File: config.mk
export PLATFORM = sky130hd
export DESIGN_NAME = cache_dados
export DESIGN_NICKNAME = d
export VERILOG_FILES = /design/src/rtl/cache_dados.sv
export SDC_FILE = /design/constraint.sdc
export NUM_CORES = 1
export LEC_CHECK = 0
export CAP_MARGIN = 5
export CORE_MARGIN = 3
export CORE_UTILIZATION = 35
export DETAILED_ROUTE_END_ITERATION = 8
export PLACE_DENSITY = 0.58
export SYNTH_ARGS = -nofsm -noshare
export SYNTH_HDL_FRONTEND = slang
export SYNTH_SLANG_ARGS = --single-unit
File: constraint.sdc
create_clock -name clk -period 5.97 [get_ports clk]
set_input_delay 0.597 -clock clk [delete_from_list [all_inputs] [get_ports clk]]
set_output_delay 0.597 -clock clk [all_outputs]
set_load 0.01 [all_outputs]
File: src/rtl/cache_dados.sv
// Direct-mapped, write-through / no-write-allocate data cache with one 32-bit word per line.
// A single transaction is in flight at a time; the CPU holds its request while stall is high.
module cache_dados #(
  parameter int unsigned INDEX_W = 4
) (
  input  logic        clk,
  input  logic        rst,
  input  logic [11:0] address,
  input  logic [31:0] data,
  input  logic        r_en,
  input  logic        w_en,
  output logic [31:0] saida_cache,
  output logic        stall,
  output logic [11:0] mem_addr,
  output logic [31:0] mem_wdata,
  output logic        mem_rd,
  output logic        mem_wr,
  input  logic        mem_ready,
  input  logic [31:0] mem_rdata,
  output logic [15:0] hit_cnt,
  output logic [15:0] miss_cnt
);

  localparam int unsigned ADDR_W = 12;
  localparam int unsigned DATA_W = 32;
  localparam int unsigned CNT_W  = 16;
  localparam int unsigned TAG_W  = ADDR_W - INDEX_W;
  localparam int unsigned LINES  = 1 << INDEX_W;

  typedef enum logic [2:0] {
    S_IDLE,
    S_COMPARE,
    S_MEM_RD,
    S_MEM_WR,
    S_DONE
  } state_t;

  state_t              r_state;
  state_t              w_state_nxt;

  logic [ADDR_W-1:0]   r_addr;
  logic [DATA_W-1:0]   r_wdata;
  logic                r_is_wr;

  logic [LINES-1:0]    r_valid;
  logic [TAG_W-1:0]    r_tag  [LINES];
  logic [DATA_W-1:0]   r_line [LINES];

  logic [DATA_W-1:0]   r_saida;
  logic [ADDR_W-1:0]   r_mem_addr;
  logic [DATA_W-1:0]   r_mem_wdata;
  logic                r_mem_rd;
  logic                r_mem_wr;
  logic [CNT_W-1:0]    r_hit_cnt;
  logic [CNT_W-1:0]    r_miss_cnt;

  logic                w_req;
  logic [INDEX_W-1:0]  w_index;
  logic [TAG_W-1:0]    w_tag;
  logic                w_hit;
  logic                w_latch;
  logic                w_hit_inc;
  logic                w_miss_inc;
  logic                w_line_upd;
  logic                w_fill;
  logic                w_out_upd;
  logic [DATA_W-1:0]   w_out_val;
  logic                w_mem_rd_nxt;
  logic                w_mem_wr_nxt;

  assign w_req   = r_en | w_en;
  assign w_index = r_addr[INDEX_W-1:0];
  assign w_tag   = r_addr[ADDR_W-1:INDEX_W];
  assign w_hit   = r_valid[w_index] && (r_tag[w_index] == w_tag);

  // CPU-facing handshake is combinational so a hit releases the CPU two cycles after the request
  assign stall = (r_state == S_IDLE) ? w_req : (r_state != S_DONE);

  assign saida_cache = r_saida;
  assign mem_addr    = r_mem_addr;
  assign mem_wdata   = r_mem_wdata;
  assign mem_rd      = r_mem_rd;
  assign mem_wr      = r_mem_wr;
  assign hit_cnt     = r_hit_cnt;
  assign miss_cnt    = r_miss_cnt;

  // Next-state and datapath control
  always_comb begin
    w_state_nxt  = r_state;
    w_latch      = 1'b0;
    w_hit_inc    = 1'b0;
    w_miss_inc   = 1'b0;
    w_line_upd   = 1'b0;
    w_fill       = 1'b0;
    w_out_upd    = 1'b0;
    w_out_val    = r_saida;
    w_mem_rd_nxt = r_mem_rd;
    w_mem_wr_nxt = r_mem_wr;
    case (r_state)
      S_IDLE: begin
        if (w_req) begin
          w_latch     = 1'b1;
          w_state_nxt = S_COMPARE;
        end
      end
      S_COMPARE: begin
        if (r_is_wr) begin
          w_hit_inc    = w_hit;
          w_line_upd   = w_hit;
          w_miss_inc   = !w_hit;
          w_mem_wr_nxt = 1'b1;
          w_state_nxt  = S_MEM_WR;
        end else if (w_hit) begin
          w_hit_inc   = 1'b1;
          w_out_upd   = 1'b1;
          w_out_val   = r_line[w_index];
          w_state_nxt = S_DONE;
        end else begin
          w_miss_inc   = 1'b1;
          w_mem_rd_nxt = 1'b1;
          w_state_nxt  = S_MEM_RD;
        end
      end
      S_MEM_RD: begin
        if (mem_ready) begin
          w_fill       = 1'b1;
          w_out_upd    = 1'b1;
          w_out_val    = mem_rdata;
          w_mem_rd_nxt = 1'b0;
          w_state_nxt  = S_DONE;
        end
      end
      S_MEM_WR: begin
        if (mem_ready) begin
          w_mem_wr_nxt = 1'b0;
          w_state_nxt  = S_DONE;
        end
      end
      S_DONE: begin
        w_state_nxt = S_IDLE;
      end
      default: begin
        w_state_nxt  = S_IDLE;
        w_mem_rd_nxt = 1'b0;
        w_mem_wr_nxt = 1'b0;
      end
    endcase
  end

  // State, control registers and counters
  always_ff @(posedge clk) begin
    if (rst) begin
      r_state     <= S_IDLE;
      r_addr      <= '0;
      r_wdata     <= '0;
      r_is_wr     <= 1'b0;
      r_valid     <= '0;
      r_saida     <= '0;
      r_mem_addr  <= '0;
      r_mem_wdata <= '0;
      r_mem_rd    <= 1'b0;
      r_mem_wr    <= 1'b0;
      r_hit_cnt   <= '0;
      r_miss_cnt  <= '0;
    end else begin
      r_state  <= w_state_nxt;
      r_mem_rd <= w_mem_rd_nxt;
      r_mem_wr <= w_mem_wr_nxt;
      if (w_latch) begin
        r_addr      <= address;
        r_wdata     <= data;
        r_is_wr     <= w_en;
        r_mem_addr  <= address;
        r_mem_wdata <= data;
      end
      if (w_fill) begin
        r_valid[w_index] <= 1'b1;
      end
      if (w_out_upd) begin
        r_saida <= w_out_val;
      end
      if (w_hit_inc && (r_hit_cnt != {CNT_W{1'b1}})) begin
        r_hit_cnt <= r_hit_cnt + CNT_W'(1);
      end
      if (w_miss_inc && (r_miss_cnt != {CNT_W{1'b1}})) begin
        r_miss_cnt <= r_miss_cnt + CNT_W'(1);
      end
    end
  end

  // Tag/data arrays carry no reset; the valid bits alone qualify them
  always_ff @(posedge clk) begin
    if (w_line_upd) begin
      r_line[w_index] <= r_wdata;
    end
    if (w_fill) begin
      r_line[w_index] <= mem_rdata;
      r_tag[w_index]  <= w_tag;
    end
  end

endmodule

==> summary.md, run 1 <==
| Metric | Value |
|---|---|
| Outcome | finished clean |
| Reg2reg setup slack | between 1 and 1.5 ns |
| Cell chain of the critical path | inv_1 -> mux4_2 -> mux2_1 -> a22oi_1 -> and3b_4 -> and3_1 -> a31oi_4 -> nor4_2 -> buf_4 |
| Placement Setup Slack | roughly 1.3 ns |
| Hold path depth | 2 |
| F_max | roughly 210 MHz |
| Met3 usage | under 10% |
| Ys Warns | 0 |
| Post-CTS Resized | 0 |
| First-pass GRT wire length | approximately 110000 microns |
| Crit path buf inv count | 2 |
| Slew at the pin closest to its max-slew limit | roughly 1.2 ns |
| CP startpoint kind | flip-flop |
| Synthesis-stage register bit count | about 770 |
| Levels on crit path | 9 |
| Post-Syn Instances | between 1500 and 2000 |
| Worst Path Arrival | around 5.0 ns |
| Worst-Skew Late Latency | 0.64 ns |
| Grt met2 use | between 20% and 30% |
| Placer congestion estimate | 0.771 |
| Cts hold-fix bufs | 0 |
| Post-synth top area cell | edfxtp_1 |
| Max incr delay on CP | between 1 and 1.5 ns |
| Top cells by area, synth | edfxtp_1 63%, mux4_2 13%, dfxtp_1 8.7%, nand2_1 2.6%, mux2i_1 2.0% |
| Post-synth EDFFs | between 600 and 700 |
| Fillers | between 7000 and 8000 |
| Top cell type's share of synthesized area | a little over three fifths |
| WHS Endpoint | r_valid[2]$_SDFFE_PP0P_ |
| Slowest cell on crit path | dfxtp_2 |
| Site row count | 108 |
| Die Ht | just over 300 microns |
| Layout cells sized above 1 | 19.5% |
| CP Max Fanout | 37 |
| Setup ws final | around 1.2 ns |
| WP data required | around 6.2 ns |
| Unique masters post-synth | 61 |
| Hold Path Class | reg -> reg |
| CTS Sinks | 774 |
| CTS Buf Count | 83 |
| Clk slew on worst S/H paths | approximately 0.060 ns |
| GRT busiest layer | met2 |
| Met1 usage in global routing | between 20% and 30% |
| Vias per cell | about 5.3 |
| Number of diodes | 0 |
| Total global-route track usage | approximately 17% |
| Ys flop type | edfxtp_1 |
| Final WL | about 76000 microns |
| Critical Path End Type | flip-flop |
| GRT overflow | 0 |
| Via count | around 17000 |
| Reg2reg path depth | 9 |
| Worst Path Class, Setup | reg -> reg |
| Setup_tns | 0 ns |
| Lkg Pwr | between 0.01 and 0.015 uW |
| Max-slew violations | 0 |
| Final Setup Violations | 0 |
| CTS tree | yes |
| Initial antenna violation count | 1 |
| CP top delay family | flip-flops |
| Max cap viols | 0 |
| Core area | 86900 sq um |
| Drc violations | 0 |
| Clock Tree Buf Depth | 3 |
| Die Width | 302 microns |
| Detailed placer's ending HPWL | approximately 48000 microns |
| Worst clock skew | slightly below 0.04 ns |
| DIE AREA | roughly 90000 sq um |
| Number of I/O pins | about 190 |
| Final nets | between 2000 and 2500 |
| Vias in the first global route | around 17000 |
| Avg Cell Area, Syn | 17.3 sq um |
| Root buffer selected by CTS | clkbuf_16 |
| Period minus WS final | 4.73 ns |
| Count leader, synth | edfxtp_1 |
| H-tree levels | 3 |
| Post-CTS Setup Repair Bufs | 0 |
| Final Hold Vio Count | 0 |
| Hold path start | r_valid[2]$_SDFFE_PP0P_ |
| Reg2reg end | r_line[4][3]$_DFFE_PP_ |
| Post-synth net total | approximately 1900 |
| Synth async-reset ratio | 0% |
| Post-Syn Area | 30700 sq um |
| DRT antenna net count | 0 |
| Pwr/cell area | approximately 380 nW/um^2 |
| Slew HR | ~17% |
| Commonest cells post-synth | 640 x edfxtp_1, 212 x nand2_1, 178 x mux4_2 |
| 1st-iter DRT viols | approximately 1700 |
| Largest net degree at the start of global routing | 99 |
| Area delta synth->final | 19.6% |
| VDD IR max | ~0.23 mV |
| Port buffer count | 191 |
| Period utilisation layout | approximately four fifths |
| Mean routed wirelength per cell | around 24 microns |
| RSZ-0062 raised after global routing | no |
| Post-synthesis sequential area ratio | a little under three quarters |
| 1st-pass router iterations | 5 |
| Starting density of the core | 35.4% |
cell families after synthesis:
logic type	after synthesis	share of synthesized area, %
xor+xnor	4	0.114
buf+inv	120	1.77
fa+ha+maj	2	0.0814
flops	774	71.2
simple gates	452	7.09
compound gates	159	3.24
mux	265	16.5
cell type report:
| class | instances | area, sq um | share of cell area, % |
|---|---|---|---|
| clock buffers | 106 | 2190 | 5.96 |
| inverters | 7 | 26.3 | 0.0714 |
| repair buffers | 240 | 2310 | 6.27 |
| clock inverters | 49 | 475 | 1.29 |
| multi-input cells | 882 | 8430 | 22.9 |
| flip-flops and latches | 774 | 21900 | 59.6 |
| well taps | 1155 | 1450 | 3.93 |
sequential cells by signal (all words and copies together) (netlist names), named ones only:
signal / cells
hit_cnt: 16
mem_addr: 12
mem_rd: 1
mem_wdata: 32
mem_wr: 1
miss_cnt: 16
r_is_wr: 1
r_line: 512
r_state: 3
r_tag: 128
r_valid: 16
saida_cache: 32
metrics by stage:
step | instance area, sq um | std cells | hold WS (ns) | utilization, % | total power [uW]
floorplan | 30700 | 1776 | 0.435 | - | 8230
global placement | 34100 | 3058 | 0.444 | 39.3 | 9240
detailed placement | 34100 | 3058 | 0.458 | 39.3 | 9300
CTS | 36800 | 3213 | 0.466 | 42.3 | 14300
global route | 36800 | 3213 | 0.490 | 42.3 | 14700
finish | 36800 | 3213 | 0.468 | 42.3 | 14100
worst reg2reg max path: stages, from the launching register on:
cell     delay, ns
dfxtp_2       1.04
inv_1         0.33
mux4_2        0.37
mux2_1        0.32
a22oi_1       0.38
and3b_4       0.29
and3_1        0.43
a31oi_4       0.36
nor4_2        0.27
buf_4         0.55
placed cells by master (no fill, tap or decap), types with 3 or more instances in the layout:
master / count
a2111oi_0: 3
a211oi_1: 4
a21oi_1: 72
a22oi_1: 4
a31oi_1: 3
and2_1: 4
and3_1: 7
buf_4: 47
bufinv_16: 6
clkbuf_1: 20
clkbuf_16: 83
clkbuf_8: 3
clkdlybuf4s50_1: 190
clkinv_1: 12
clkinv_2: 15
clkinv_4: 3
clkinvlp_4: 4
dfxtp_1: 131
edfxtp_1: 640
inv_1: 6
inv_6: 6
mux2_2: 15
mux2i_1: 60
mux4_1: 10
mux4_2: 178
nand2_1: 211
nand2b_1: 10
nand3_1: 20
nand4_1: 12
nand4b_1: 33
nor2_1: 71
nor2b_1: 19
nor3_1: 9
nor3_2: 9
nor4_2: 4
o21ai_0: 20
o21ba_2: 4
o31ai_1: 35
or3_1: 20
worst max path at each step:
stage,startpoint,to,slack (ns)
4_1_cts,flip-flop,r_line[4][3]$_DFFE_PP_,1.23
3_3_place_gp,flip-flop,r_line[1][21]$_DFFE_PP_,1.29
6_report,flip-flop,r_line[4][3]$_DFFE_PP_,1.24
5_1_grt,flip-flop,r_line[4][3]$_DFFE_PP_,0.89
3_5_place_dp,flip-flop,r_line[1][22]$_DFFE_PP_,1.27
2_1_floorplan,flip-flop,r_line[0][0]$_DFFE_PP_,0.08
per-layer routing:
metal  wire, microns  vias to the layer above
met4            1380                        0
met3            4270                       97
met2           37100                      512
li1                -                     7478
met1           33600                     8793
met5               0                        -
report_power, final:
group | switching, uW | internal [uW]
sequential | 224 | 6320
clock | 2120 | 2890
combinational | 1510 | 1080
total | 3850 | 10300
(Power assumes the default switching activity.)
==> inputs of run 2 (changes only) <==
Settings changed: PLACE_DENSITY 0.58 to 0.56.
Clock period 5.97 ns to 4.75 ns, I/O delays scaled along.
==> run 2 against run 1 <==
- sequential share of layout area down 0.96 points
- global-route usage up 1.3 points
- clock power up 38%
- sequential power up 25%
- non-clock buffer count up 20
- sequential cell count unchanged
- final area up 1.6%
- first-iteration DRC count down 14%
- fmax up 12%
- wire length up 7.2%
- total power up 30%
- register-to-register slack worse by 0.73 ns
- largest power group unchanged
==> summary.md, run 2 (synthesis results as in run 1) <==
| Metric | Value |
|---|---|
| Outcome | finished clean |
| Final Setup Violations | 0 (unchanged) |
| Worst clock skew | 0.0286 ns (-0.0101 ns) |
| Cells after DPL | 3078 (+0.65%) |
| Max cap viols | 0 (unchanged) |
| Worst Path Class, Setup | reg -> reg |
| Starting density of the core | 35.4% (unchanged) |
| Worst Path Arrival | 4.50 ns (-0.49 ns) |
| WP data required | 5.02 ns (-1.21 ns) |
| Final WL | 81800 microns (+7.2%) |
| GRT overflow | 0 (unchanged) |
| Max-slew violations | 0 (unchanged) |
| Reg2reg path depth | 9 (unchanged) |
| Area delta synth->final | 21.6% |
| Root buffer selected by CTS | clkbuf_16 |
| DRT antenna net count | 0 (unchanged) |
| Largest net degree at the start of global routing | 97 (-2.0%) |
| H-tree levels | 3 (unchanged) |
| Site row count | 108 (unchanged) |
| Slew at the pin closest to its max-slew limit | 1.24 ns (+0.00642 ns) |
| Commonest non-fill, non-tap cell in the layout | edfxtp_1 |
| Detailed placer's ending HPWL | 48500 microns (+2.1%) |
| Vias per cell | 5.33 (+1.4%) |
| Drc violations | 0 (unchanged) |
| CTS Sinks | 774 (unchanged) |
| Hold path depth | 2 (unchanged) |
| Worst-Skew Late Latency | 0.64 ns (about the same) |
| 1st-iter DRT viols | 1464 (-14%) |
| Post-CTS Setup Repair Bufs | 0 (unchanged) |
| Final Hold Vio Count | 0 (unchanged) |
| Number of I/O pins | 192 (unchanged) |
| Finished Layout Cells | 3237 (+0.75%) |
| Period utilisation layout | 89.1% (+9.9 points) |
| F_max | 236 MHz (+12%) |
| Total global-route track usage | 18.0% (+1.3 points) |
| Max reg flops | 512 (unchanged) |
| CTS tree | yes |
| Largest reg by FF count | r_line |
| Vias in the first global route | 17700 (+4.7%) |
| Biggest regs | r_line (512), r_tag (128) |
| First-pass GRT wire length | 121000 microns (+6.8%) |
| VDD IR max | 0.287 mV (+25%) |
| Core area | 86900 sq um (unchanged) |
| Clk slew on worst S/H paths | 0.06 ns (about the same) |
| Slew HR | 17.1% (-0.30 points) |
| Area of the multi-input gates | 8480 sq um (+0.53%) |
| Final hold slack | 0.352 ns (-0.117 ns) |
| Layout cells sized above 1 | 20.5% (+0.99 points) |
| Fillers | 7604 (+0.16%) |
| Commonest non-fill, non-tap cells in the layout | 640 x edfxtp_1, 211 x nand2_1, 190 x clkdlybuf4s50_1, 178 x mux4_2, 131 x dfxtp_1 |
| Period minus WS final | 4.23 ns (-0.495 ns) |
| Hold Path Class | in -> reg |
| Initial antenna violation count | 1 (unchanged) |
| Port buffer count | 191 (unchanged) |
| Pwr/cell area | 492 nW/um^2 (+28%) |
| CP Max Fanout | 25 (-32%) |
| CP startpoint kind | flip-flop |
| Clock Tree Buf Depth | 3 (unchanged) |
| Die Width | 302 microns (unchanged) |
| Final nets | 2092 (+1.0%) |
| Post-layout util | 43.0% (+0.69 points) |
| DIE AREA | 91400 sq um (unchanged) |
| CTS Buf Count | 84 (+1.2%) |
| Mean routed wirelength per cell | 25.3 microns (+6.4%) |
| RSZ-0062 raised after global routing | no |
| Die Ht | 302 microns (unchanged) |
| Placer congestion estimate | 0.765 (-0.80%) |
| Via count | 17200 (+2.2%) |
| Critical Path End Type | flip-flop |
| FF+latch area | 21900 sq um (unchanged) |
| Lkg Pwr | 0.0120 uW (+2.9%) |
| Cts hold-fix bufs | 0 (unchanged) |
| Post-CTS Resized | 0 (unchanged) |
| 1st-pass router iterations | 5 (unchanged) |
-- run 2: worst paths after layout --
check             slack (ns)                      start                        end
setup / recovery        0.52                  flip-flop    r_line[7][19]$_DFFE_PP_
hold reg to reg         0.47  mem_wdata[5]$_SDFFE_PP0P_  mem_wdata[5]$_SDFFE_PP0P_
setup reg to reg        0.52                  flip-flop    r_line[7][19]$_DFFE_PP_
hold / removal          0.35                        rst  mem_wdata[7]$_SDFFE_PP0P_
-- run 2: per-stage QoR --
step / TNS [ns] / instance area [sq um] / total power, uW / setup WS (ns)
global placement: 0 / 34400 / 11600 / 0.565
CTS: 0 / 37400 / 18600 / 0.483
floorplan: -173.57 / 30800 / 10400 / -1.14
detailed placement: 0 / 34400 / 11700 / 0.533
finish: 0 / 37400 / 18400 / 0.520
global route: 0 / 37400 / 19100 / 0.352
-- run 2: final cells by class --
| type | instances | area share [%] |
|---|---|---|
| sequential | 774 | 58.6 |
| timing repair buffer | 260 | 6.90 |
| clock inverter | 42 | 1.67 |
| antenna | 1 | 0.00669 |
| inverter | 7 | 0.0703 |
| multi-input combinational | 882 | 22.7 |
| tap | 1155 | 3.86 |
| clock buffer | 116 | 6.21 |
-- run 2: routing by layer --
layer  up-vias  track usage (%)  share of wire, %
met1      9015             25.3                44
li1       7532                -                 -
met2       593             28.6                47
met5         -                0             0.023
met3       104             4.44               7.5
met4         2             3.78               1.7
-- run 2: report_power, final --
group / internal [uW] / switching, uW / leakage, uW
clock network: 4130 / 2760 / 0.00143
logic: 1370 / 1900 / 0.00360
registers: 7950 / 274 / 0.00697
-- run 2: critical path, cell delays in order, from the launching register on --
cell and delay [ns]:
dfxtp_4 0.63, mux4_1 0.61, mux2i_1 0.18, mux2_2 0.35, a22oi_1 0.36, and3b_4 0.30
and3_1 0.23, a31oi_4 0.39, nor3_4 0.30, buf_4 0.47
